`config.mk`:
```
export PLATFORM = sky130hd
export DESIGN_NAME = machine_fifo
export DESIGN_NICKNAME = d
export VERILOG_FILES = /design/src/rtl/pio_pkg.sv /design/src/rtl/fifo_ptr.sv /design/src/rtl/machine_fifo.sv
export SDC_FILE = /design/constraint.sdc
export NUM_CORES = 1
export LEC_CHECK = 0
export BUFFER_PORTS_ARGS = -buffer_cell sky130_fd_sc_hd__buf_2
export CAP_MARGIN = 25
export CORE_ASPECT_RATIO = 1.2
export CORE_UTILIZATION = 52
export DETAILED_ROUTE_END_ITERATION = 7
export PLACE_DENSITY = 0.76
export REMOVE_ABC_BUFFERS = 1
export SLEW_MARGIN = 20
export SYNTH_ARGS = -nofsm -noshare
export SYNTH_HDL_FRONTEND = slang
export SYNTH_SLANG_ARGS = --single-unit
```
`constraint.sdc`:
```
create_clock -name clk -period 1.6 [get_ports clk]
set_input_delay 0.32 -clock clk [delete_from_list [all_inputs] [get_ports clk]]
set_output_delay 0.32 -clock clk [all_outputs]
set_load 0.02 [all_outputs]
```
`src/rtl/pio_pkg.sv`:
```
`default_nettype none
// ============================================================================
//  Module   : pio_pkg
//  Purpose  : Shared constants for the PIO block (word width, FIFO depth,
//             flag_clr bit positions).
//  Revision : 1.0  initial release
// ============================================================================
package pio_pkg;

  localparam int PIO_WORD_W     = 32;
  localparam int PIO_FIFO_DEPTH = 4;

  // Bit positions inside the write-1-to-clear flag_clr vector
  localparam int FLAG_OVERFLOW  = 0;
  localparam int FLAG_STALL     = 1;

endpackage : pio_pkg
`default_nettype wire

```
`src/rtl/fifo_ptr.sv`:
```
`default_nettype none
// ============================================================================
//  Module   : fifo_ptr
//  Purpose  : Wrapping pointer counter with enable, synchronous clear and a
//             run-time modulo (the FIFO's effective depth).
//  Revision : 1.0  initial release
// ============================================================================
module fifo_ptr
  import pio_pkg::*;
#(
  parameter int PW = 2
)(
  input  logic          clk,
  input  logic          rst_n,
  input  logic          i_clear,
  input  logic          i_en,
  input  logic [PW:0]   i_mod,
  output logic [PW-1:0] o_ptr
);

  logic [PW-1:0] r_ptr;
  logic [PW:0]   w_inc;

  // Increment one bit wider than the pointer so the modulo value itself
  // (which may equal 2**PW) can be compared without truncation.
  assign w_inc = {1'b0, r_ptr} + 1'b1;

  // Pointer register: clear wins, otherwise advance and wrap at i_mod
  always_ff @(posedge clk or negedge rst_n) begin
    if (!rst_n) begin
      r_ptr <= '0;
    end else if (i_clear) begin
      r_ptr <= '0;
    end else if (i_en) begin
      r_ptr <= (w_inc == i_mod) ? '0 : w_inc[PW-1:0];
    end
  end

  assign o_ptr = r_ptr;

endmodule : fifo_ptr
`default_nettype wire

```
`src/rtl/machine_fifo.sv`:
```
`default_nettype none
// ============================================================================
//  Module   : machine_fifo
//  Purpose  : First-word-fall-through word FIFO between the system bus and a
//             PIO state machine, with occupancy level and sticky
//             overflow / stall debug flags.
//  Options  : MACHINE_FIFO_JOIN_EN - enables i_join (doubles the depth).
//  Revision : 1.0  initial release
// ============================================================================
module machine_fifo
  import pio_pkg::*;
#(
  parameter  int WIDTH = PIO_WORD_W,
  parameter  int DEPTH = PIO_FIFO_DEPTH,
  localparam int LW    = $clog2(2*DEPTH) + 1
)(
  input  logic             clk,
  input  logic             rst_n,
  input  logic             i_clear,
  input  logic             i_wr_en,
  input  logic [WIDTH-1:0] i_wr_data,
  input  logic             i_rd_en,
  output logic [WIDTH-1:0] o_rd_data,
  output logic             o_empty,
  output logic             o_full,
  output logic [LW-1:0]    o_level,
  input  logic             i_join,
  input  logic [1:0]       i_flag_clr,
  output logic             o_overflow,
  output logic             o_stall
);

`ifdef MACHINE_FIFO_JOIN_EN
  localparam int NSLOT = 2*DEPTH;
`else
  localparam int NSLOT = DEPTH;
`endif
  localparam int PW = $clog2(NSLOT);

  logic [WIDTH-1:0] r_mem [NSLOT];
  logic [PW-1:0]    w_rd_ptr;
  logic [PW-1:0]    w_wr_ptr;
  logic [PW:0]      w_eff;
  logic [LW-1:0]    r_level;
  logic [LW-1:0]    w_level_nxt;
  logic             r_empty;
  logic             r_full;
  logic             r_overflow;
  logic             r_stall;
  logic             w_flush;
  logic             w_do_wr;
  logic             w_do_rd;
  logic             w_ovf_set;
  logic             w_stall_set;

`ifdef MACHINE_FIFO_JOIN_EN
  logic r_join;

  // Registered join; any change flushes in the cycle it is sampled
  always_ff @(posedge clk or negedge rst_n) begin
    if (!rst_n) begin
      r_join <= 1'b0;
    end else begin
      r_join <= i_join;
    end
  end

  assign w_flush = i_clear | (i_join != r_join);
  assign w_eff   = r_join ? (PW+1)'(2*DEPTH) : (PW+1)'(DEPTH);
`else
  logic w_unused_join;
  assign w_unused_join = i_join;
  assign w_flush       = i_clear;
  assign w_eff         = (PW+1)'(DEPTH);
`endif

  // A pop frees a slot in the same edge, so a write into a full FIFO is
  // accepted when paired with a pop. Empty+pop is never bypassed.
  assign w_do_rd     = i_rd_en & ~r_empty & ~w_flush;
  assign w_do_wr     = i_wr_en & (~r_full | w_do_rd) & ~w_flush;
  assign w_ovf_set   = i_wr_en & r_full & ~w_do_rd & ~w_flush;
  assign w_stall_set = i_rd_en & r_empty & ~w_flush;

  fifo_ptr #(.PW(PW)) u_rd_ptr (
    .clk     (clk),
    .rst_n   (rst_n),
    .i_clear (w_flush),
    .i_en    (w_do_rd),
    .i_mod   (w_eff),
    .o_ptr   (w_rd_ptr)
  );

  fifo_ptr #(.PW(PW)) u_wr_ptr (
    .clk     (clk),
    .rst_n   (rst_n),
    .i_clear (w_flush),
    .i_en    (w_do_wr),
    .i_mod   (w_eff),
    .o_ptr   (w_wr_ptr)
  );

  // Next occupancy: +1 write-only, -1 pop-only, 0 on flush
  always_comb begin
    w_level_nxt = r_level;
    if (w_flush) begin
      w_level_nxt = '0;
    end else if (w_do_wr && !w_do_rd) begin
      w_level_nxt = r_level + 1'b1;
    end else if (!w_do_wr && w_do_rd) begin
      w_level_nxt = r_level - 1'b1;
    end
  end

  // Level plus registered empty/full derived from the next level
  always_ff @(posedge clk or negedge rst_n) begin
    if (!rst_n) begin
      r_level <= '0;
      r_empty <= 1'b1;
      r_full  <= 1'b0;
    end else begin
      r_level <= w_level_nxt;
      r_empty <= (w_level_nxt == '0);
      r_full  <= (w_level_nxt == LW'(w_eff));
    end
  end

  // Storage array; reset to zero so the head reads 0 out of reset
  always_ff @(posedge clk or negedge rst_n) begin
    if (!rst_n) begin
      for (int i = 0; i < NSLOT; i++) begin
        r_mem[i] <= '0;
      end
    end else if (w_do_wr) begin
      r_mem[w_wr_ptr] <= i_wr_data;
    end
  end

  // Sticky flags: a same-cycle set beats the write-1-to-clear
  always_ff @(posedge clk or negedge rst_n) begin
    if (!rst_n) begin
      r_overflow <= 1'b0;
      r_stall    <= 1'b0;
    end else begin
      r_overflow <= w_ovf_set   | (r_overflow & ~i_flag_clr[FLAG_OVERFLOW]);
      r_stall    <= w_stall_set | (r_stall    & ~i_flag_clr[FLAG_STALL]);
    end
  end

  assign o_rd_data  = r_mem[w_rd_ptr];
  assign o_empty    = r_empty;
  assign o_full     = r_full;
  assign o_level    = r_level;
  assign o_overflow = r_overflow;
  assign o_stall    = r_stall;

endmodule : machine_fifo
`default_nettype wire
```
==> summary.txt, run 1 <==
final hold vios -> 0
antenna violations before repair -> 1
largest area contributor in the netlist -> dfrtp_1
sw frac -> 28.3%
clock buffer depth -> 2
Psw -> 4090 µW
clk root buf -> clkbuf_16
Hold Startpoint -> i_flag_clr[1]
clock transition at the registers of the reported paths -> 60 ps
Mean Syn Cell Area -> 16.3 µm²
Crit. End Element -> output port
Synth Area in Simple Gates -> 2.74%
vias in the first global route -> 4181
Hold Crit Class -> input pin to register
PD cells -> 1650 nW/µm²
first-pass GRT wire length -> 21900 µm
total CTS buffers -> 17
Crit Path Max Fanout -> 5
FP Rows -> 43
RSZ-0062 raised after global routing -> yes
CP max stage cell -> mux4_2
Routed WL per cell -> 24.7 µm
Max Cap Viol -> 0
ANT nets after route -> 0
worst path cell trace -> buf_4, clkbuf_16, mux4_2, buf_6
CP peak stage delay -> 510 ps
height of the die -> 122 µm
post-synthesis compound-gate area fraction -> 1.34%
Vias -> 4003
Layout Utilization -> 75.2%
IO buf count -> 78
ys async rst share -> 100%
Sequential Area -> 3510 µm²
layout cells sized above 1 -> 66.0%
synth unique cells -> 36
total core area -> 11600 µm²
Fillers -> 685
gr usage total -> 23.9%
status -> finished with violations
register share of total power -> 38.7%
Worst Max-Slew Pin Slew -> 520 ps
Yosys reg bits -> 140
# nets final -> 554
Detailed Place HPWL -> 8520 µm
Die Wd -> 102 µm
Max Fclk -> 0.473 GHz
H-tree depth -> 4
violated checks -> negative setup slack
WL final -> 16700 µm
post-synthesis cell count -> 385
CTS tree -> yes
largest family of logic cells by synthesized area -> multiplexers
share of the synthesized area in the top cell type -> 55.5%
Max VDD drop -> 0.706 mV
fin worst setup slack -> -515 ps
xor and xnor area share after synthesis -> 0.280%
worst skew pair latency -> 410 ps
top library cells by usage in the layout, fill and taps aside -> 137 x dfrtp_1, 121 x mux2_4, 56 x buf_2
CTS sink count -> 140
part of the Yosys area used for sequential elements -> 56.0%
Logic pwr share -> 32.8%
area delta synth->final -> 39.5%
top_reg_cell synth -> dfrtp_1
relative slew slack -> 65.1%
leading post-synthesis cells by cell area -> dfrtp_1 56%, mux2_2 21%, mux4_2 12%, mux2_1 2.0%, ha_1 1.4%
Worst R2R Start -> o_empty
Layout Cells excl Fill -> 678
I/O pins -> 80
YS warnings -> 0
CP bufs+invs -> 3
clock period minus worst slack -> 2120 ps
CP required -> 1280 ps
Tcrit/Tclk final -> 132%
commonest non-fill, non-tap cell in the layout -> dfrtp_1
clock skew -> 7.76 ps
crit path launch -> u_rd_ptr.o_ptr[0]
startpoint class of the critical path -> register
post-synth design cell area -> 6260 µm²
DRT iter0 DRCs -> 184
Post-synth EDFFs -> 0
Cells after DPL -> 627
GR Overflow Total -> 0
RD Place Congestion -> 0.782
drt drc -> 0
Final setup viols -> 155
Max Slew Vio Count -> 0
largest delay contributor family on the critical path -> multiplexers
static leakage -> 0.00401 µW
multiplexer share of the synthesized area -> 35.1%
Worst EP arrival -> 1800 ps
vias per cell -> 5.90
area of the multi-input gates -> 3080 µm²
PnR Total Power -> 14400 µW
Initial Utilization -> 53.9%
DRT Pass-1 Iters -> 4
kind of critical path -> register to output port
dpl ws -> -199 ps
largest net degree at the start of global routing -> 42
Die ar. -> 12500 µm²
internal power -> 10400 µW
adder-cell share of the synthesized area -> 1.40%
Clock Power Share -> 28.5%
-- final timing paths --
check,cells after the start,end,slack [ps]
max in group asynchronous,3,r_mem[51],640
setup / recovery,4,o_rd_data[12],-520
setup reg to reg,7,o_empty,-110
hold / removal,2,o_stall,90
hold reg to reg,1,r_mem[38],510
min in group asynchronous,2,r_mem[38],390
-- power by group through the flow --
stage,clock network (µW),logic [µW],registers [µW]
2_1_floorplan,0,2330,5310
3_3_place_gp,0,3260,5320
3_5_place_dp,0,3390,5450
4_1_cts,4110,3870,5400
5_1_grt,4310,5000,5670
6_report,4120,4740,5590
-- Yosys cell counts (2+ instances only) --
| cell | n |
|---|---|
| a21oi_1 | 4 |
| and2_1 | 4 |
| buf_2 | 7 |
| buf_4 | 6 |
| buf_6 | 6 |
| clkbuf_1 | 5 |
| clkbuf_2 | 2 |
| dfrtp_1 | 139 |
| ha_1 | 7 |
| inv_1 | 6 |
| mux2_1 | 11 |
| mux2_2 | 118 |
| mux4_2 | 32 |
| nand2_1 | 6 |
| nand2b_1 | 2 |
| nor2_1 | 6 |
| nor3_1 | 3 |
| o22ai_1 | 2 |
| xnor2_1 | 2 |
-- kinds of logic (layout without fill, tap and decap cells) --
| group | after synthesis | in the layout |
|---|---|---|
| other cells | 0 | 1 |
| compound gates | 12 | 12 |
| mux | 163 | 163 |
| simple gates | 29 | 29 |
| flops | 140 | 140 |
| buf+inv | 32 | 167 |
| fa+ha+maj | 7 | 7 |
| xor+xnor | 2 | 2 |
-- worst reg2reg max path: stages (launching register included) --
cell and delay, ps:
dfstp_2 540, and2b_4 200, nor3_4 190, buf_6 140, a22oi_2 80, mux2i_2 200
buf_4 150, nor3_2 150
-- sequential cells by signal, summed over array words and instances, names as in the netlist --
name	cells
u_wr_ptr.o_ptr	2
o_level	4
o_overflow	1
u_rd_ptr.o_ptr	2
o_stall	1
o_empty	1
o_full	1
r_mem	128
-- per-stage QoR --
step	cell area, µm²	TNS (ps)	hold slack [ps]
3_3_place_gp	7100	-13050	256
6_report	8730	-20790	87.6
3_5_place_dp	7100	-14340	264
5_1_grt	8730	-28070	97.7
4_1_cts	8030	-14820	78.4
2_1_floorplan	6090	-102210	24.4
-- layer usage --
metal,track usage [%],vias to the layer above,part of all wire (%)
li1,-,1666,-
met1,29.5,2161,40
met2,41.4,142,53
met3,4.78,34,4.6
met4,8.84,0,2.5
met5,0,-,0
-- what timing repair did --
| action | 4_1_cts | 5_1_grt |
|---|---|---|
| setup buffers | 7 | 2 |
| resized for setup | 56 | 131 |
| pin swaps | 7 | 6 |
| cloned | 3 | 8 |
| endpoints found under the hold margin | 36 | 0 |
| setup endpoints to repair | 163 | 138 |
| hold buffers | 1 | 0 |
-- final cells by class --
class	instances	share of cell area, %
inverters	6	0.258
well taps	157	2.25
multi-input cells	213	35.2
repair buffers	129	15.0
clock buffers	22	5.54
clock inverters	10	1.58
diodes	1	0.0286
flip-flops and latches	140	40.2
Note: power is estimated with default switching activity, not from simulation.
==> run 2: changes to the inputs <==
Settings changed: ABC_AREA set to 1, PLACE_DENSITY 0.76 to 0.75.
==> run 2 against run 1 <==
  * The run still ends with negative setup slack left
  * Combinational power shrank 13%
  * Global-route usage up 2.0 points
  * Register-to-register slack gained 160 ps
  * Synthesized area up 3.9%
  * Power shrank 3.0%
  * Sequential share of layout area rose by 1.5 points
  * Clock power rose by 9.2%
  * Die area is 3.8% higher
  * Critical path depth unchanged
  * Largest cell class unchanged
==> summary.txt, run 2 <==
status -> finished with violations
violated checks -> negative setup slack
Worst Max-Slew Pin Slew -> 413 ps (-107 ps)
PnR Total Power -> 14000 µW (-3.0%)
top library cells by usage in the layout, fill and taps aside -> 152 x nand2_1, 137 x dfrtp_1, 96 x o21ai_1
Largest register FFs -> 128 (unchanged)
CP bufs+invs -> 2 (-1)
Die ar. -> 13000 µm² (+3.8%)
largest delay contributor family on the critical path -> flip-flops
top_reg_cell synth -> dfrtp_1
Fillers -> 865 (+26%)
clock skew -> 4.83 ps (-2.92 ps)
synth unique cells -> 26 (-28%)
Initial Utilization -> 53.5% (-0.41 points)
YS warnings -> 0 (unchanged)
static leakage -> 0.00422 µW (+5.2%)
multiplexer share of the synthesized area -> 0% (-35 points)
R2R Path End -> r_mem[12]
GR Overflow Total -> 0 (unchanged)
relative slew slack -> 72.5% (+7.4 points)
Synth Area in Simple Gates -> 15.3% (+13 points)
area delta synth->final -> 29.3%
PD cells -> 1660 nW/µm² (+0.65%)
commonest non-fill, non-tap cell in the layout -> nand2_1
Max VDD drop -> 0.804 mV (+14%)
count leader, synth -> nand2_1
RSZ-0062 raised after global routing -> yes
I/O pins -> 80 (unchanged)
reg2reg setup slack -> 50 ps (+160 ps)
FP Rows -> 44 (+2.3%)
CTS sink count -> 140 (unchanged)
WL final -> 17500 µm (+4.9%)
Tcrit/Tclk final -> 123% (-9.6 points)
total CTS buffers -> 17 (unchanged)
Top reg by flops -> r_mem
CP required -> 1280 ps (about the same)
dpl cell area -> 7230 µm² (+1.9%)
startpoint class of the critical path -> register
Max Slew Vio Count -> 0 (unchanged)
xor and xnor area share after synthesis -> 0.135% (-0.15 points)
Vias -> 5706 (+43%)
Hold EP -> o_stall
Detailed Place HPWL -> 9880 µm (+16%)
Sequential Area -> 3510 µm² (unchanged)
area of the multi-input gates -> 2540 µm² (-18%)
worst path cell trace -> buf_6, o21ai_0, o22ai_1, buf_2
H-tree depth -> 4 (unchanged)
Mean Syn Cell Area -> 8.96 µm² (-45%)
Max Fclk -> 0.510 GHz (+7.8%)
DRT Pass-1 Iters -> 5 (+1)
cell area after layout -> 8410 µm² (-3.7%)
Yosys reg bits -> 140 (unchanged)
DRT iter0 DRCs -> 494 (+170%)
vias in the first global route -> 5550 (+33%)
Die Wd -> 104 µm (+1.9%)
final hold vios -> 0 (unchanged)
CTS tree -> yes
part of the Yosys area used for sequential elements -> 53.9% (-2.1 points)
first-pass GRT wire length -> 26500 µm (+21%)
Max Cap Viol -> 0 (unchanged)
post-synthesis cell count -> 726 (+89%)
clock buffer depth -> 2 (unchanged)
Worst EP arrival -> 1640 ps (-160 ps)
leading post-synthesis cells by cell area -> dfrtp_1 53%, nand2_1 8.8%, o21ai_1 6.7%, o21ai_2 5.5%, o21ai_0 5.2%
fin worst setup slack -> -362 ps (+153 ps)
largest net degree at the start of global routing -> 43 (+2.4%)
IO buf count -> 78 (unchanged)
Crit Path Max Fanout -> 20 (+15)
# nets final -> 873 (+58%)
Worst R2R Start -> o_empty
adder-cell share of the synthesized area -> 1.35% (-0.052 points)
FF-to-FF path depth -> 11 (+4)
post-synth design cell area -> 6510 µm² (+3.9%)
hold depth -> 2 (unchanged)
layout cells sized above 1 -> 26.5% (-39 points)
post-synthesis compound-gate area fraction -> 20.8% (+20 points)
drt drc -> 0 (unchanged)
Post-synth EDFFs -> 0 (unchanged)
Final setup viols -> 32 (-79%)
CP max stage cell -> dfrtp_2
CP peak stage delay -> 450 ps (-60 ps)
most frequent cells after synthesis -> 153 x nand2_1, 139 x dfrtp_1, 87 x o21ai_1, 73 x nor2_1, 68 x o21ai_0
Hold Startpoint -> i_flag_clr[1]
total core area -> 12200 µm² (+4.7%)
Crit. End Element -> output port
vias per cell -> 5.71 (-3.4%)
gr usage total -> 25.8% (+2.0 points)
RD Place Congestion -> 0.923 (+18%)
height of the die -> 125 µm (+1.9%)
ys async rst share -> 100% (unchanged)
antenna violations before repair -> 0 (-1)
clock period minus worst slack -> 1960 ps (-153 ps)
ANT nets after route -> 0 (unchanged)
largest area contributor in the netlist -> dfrtp_1
Routed WL per cell -> 17.5 µm (-29%)
worst skew pair latency -> 410 ps (about the same)
clk root buf -> clkbuf_16
clock transition at the registers of the reported paths -> 60 ps (about the same)
largest family of logic cells by synthesized area -> compound AO/OA/AOI/OAI gates
share of the synthesized area in the top cell type -> 53.5% (-2.1 points)
kind of critical path -> register to output port
Hold Crit Class -> input pin to register
[run 2: changes by cell type in the layout (fill, tap and decap cells not counted), sizes merged, moves of 7 or more]
cell / before / now
nand2: 6 / 160
nor2: 6 / 74
mux4: 32 / 0
o21ai: 0 / 196
nand3: 1 / 8
inv: 7 / 56
mux2: 130 / 0
o22ai: 2 / 33
[run 2: area by class of cell]
cell class / count / share of cell area [%]
sequential: 140 / 41.7
multi-input combinational: 486 / 30.2
timing repair buffer: 125 / 15.0
clock buffer: 20 / 5.55
inverter: 56 / 2.65
clock inverter: 11 / 2.54
tap: 161 / 2.39
antenna: 1 / 0.0297
[run 2: worst max path at each step]
stage                       from            end  slack, ps  cells after the start
3_3_place_gp             o_empty      r_mem[36]         30                     11
6_report       u_rd_ptr.o_ptr[0]  o_rd_data[24]       -360                      4
4_1_cts        u_rd_ptr.o_ptr[0]  o_rd_data[16]       -350                      4
5_1_grt        u_rd_ptr.o_ptr[0]  o_rd_data[31]       -420                      5
2_1_floorplan  u_rd_ptr.o_ptr[0]   o_rd_data[0]      -1310                      3
3_5_place_dp             o_empty      r_mem[58]        -30                     11
[run 2: kinds of logic (layout without fill, tap and decap cells)]
family / after synthesis / in the layout
AOI/OAI and AO/OA: 231 / 231
other: 0 / 1
DFF: 140 / 140
and+or+nand+nor: 247 / 247
xor gates and xnor gates: 1 / 1
adders and majority gates: 7 / 7
buffers and inverters: 100 / 212
[run 2: repair_timing]
item / 4_1_cts / 5_1_grt
endpoints found under the setup margin: 88 / 161
hold buffers: 1 / 0
gates resized for setup: 26 / 47
gates cloned: 2 / 7
pin swaps: 3 / 12
buffers inserted: 5 / 3
endpoints found under the hold margin: 37 / 0
[run 2: per-layer routing]
metal	track usage [%]	vias up	part of all wire [%]
met5	0	-	0
met4	9.24	0	1.9
met3	5.60	33	5.9
met2	45.5	254	53
met1	31.0	2801	40
li1	-	2618	-
[run 2: per-stage QoR]
| stage | util (%) | setup TNS (ps) | hold WS [ps] | instances | setup slack [ps] |
|---|---|---|---|---|---|
| 5_1_grt | 69.1 | -11620 | 94.7 | 999 | -418 |
| 3_5_place_dp | 59.5 | -184 | 267 | 952 | -32.2 |
| 3_3_place_gp | 59.5 | 0 | 260 | 952 | 29.5 |
| 2_1_floorplan | - | -60070 | 24.4 | 682 | -1310 |
| 4_1_cts | 66.7 | -9230 | 74.4 | 990 | -352 |
| 6_report | 69.2 | -9480 | 87.8 | 1000 | -362 |
[run 2: report_power, final]
part	total, µW	switching [µW]	internal [µW]
Sequential	5380	674	4710
Clock	4500	1460	3040
Combinational	4120	2390	1730
Total	14000	4530	9470
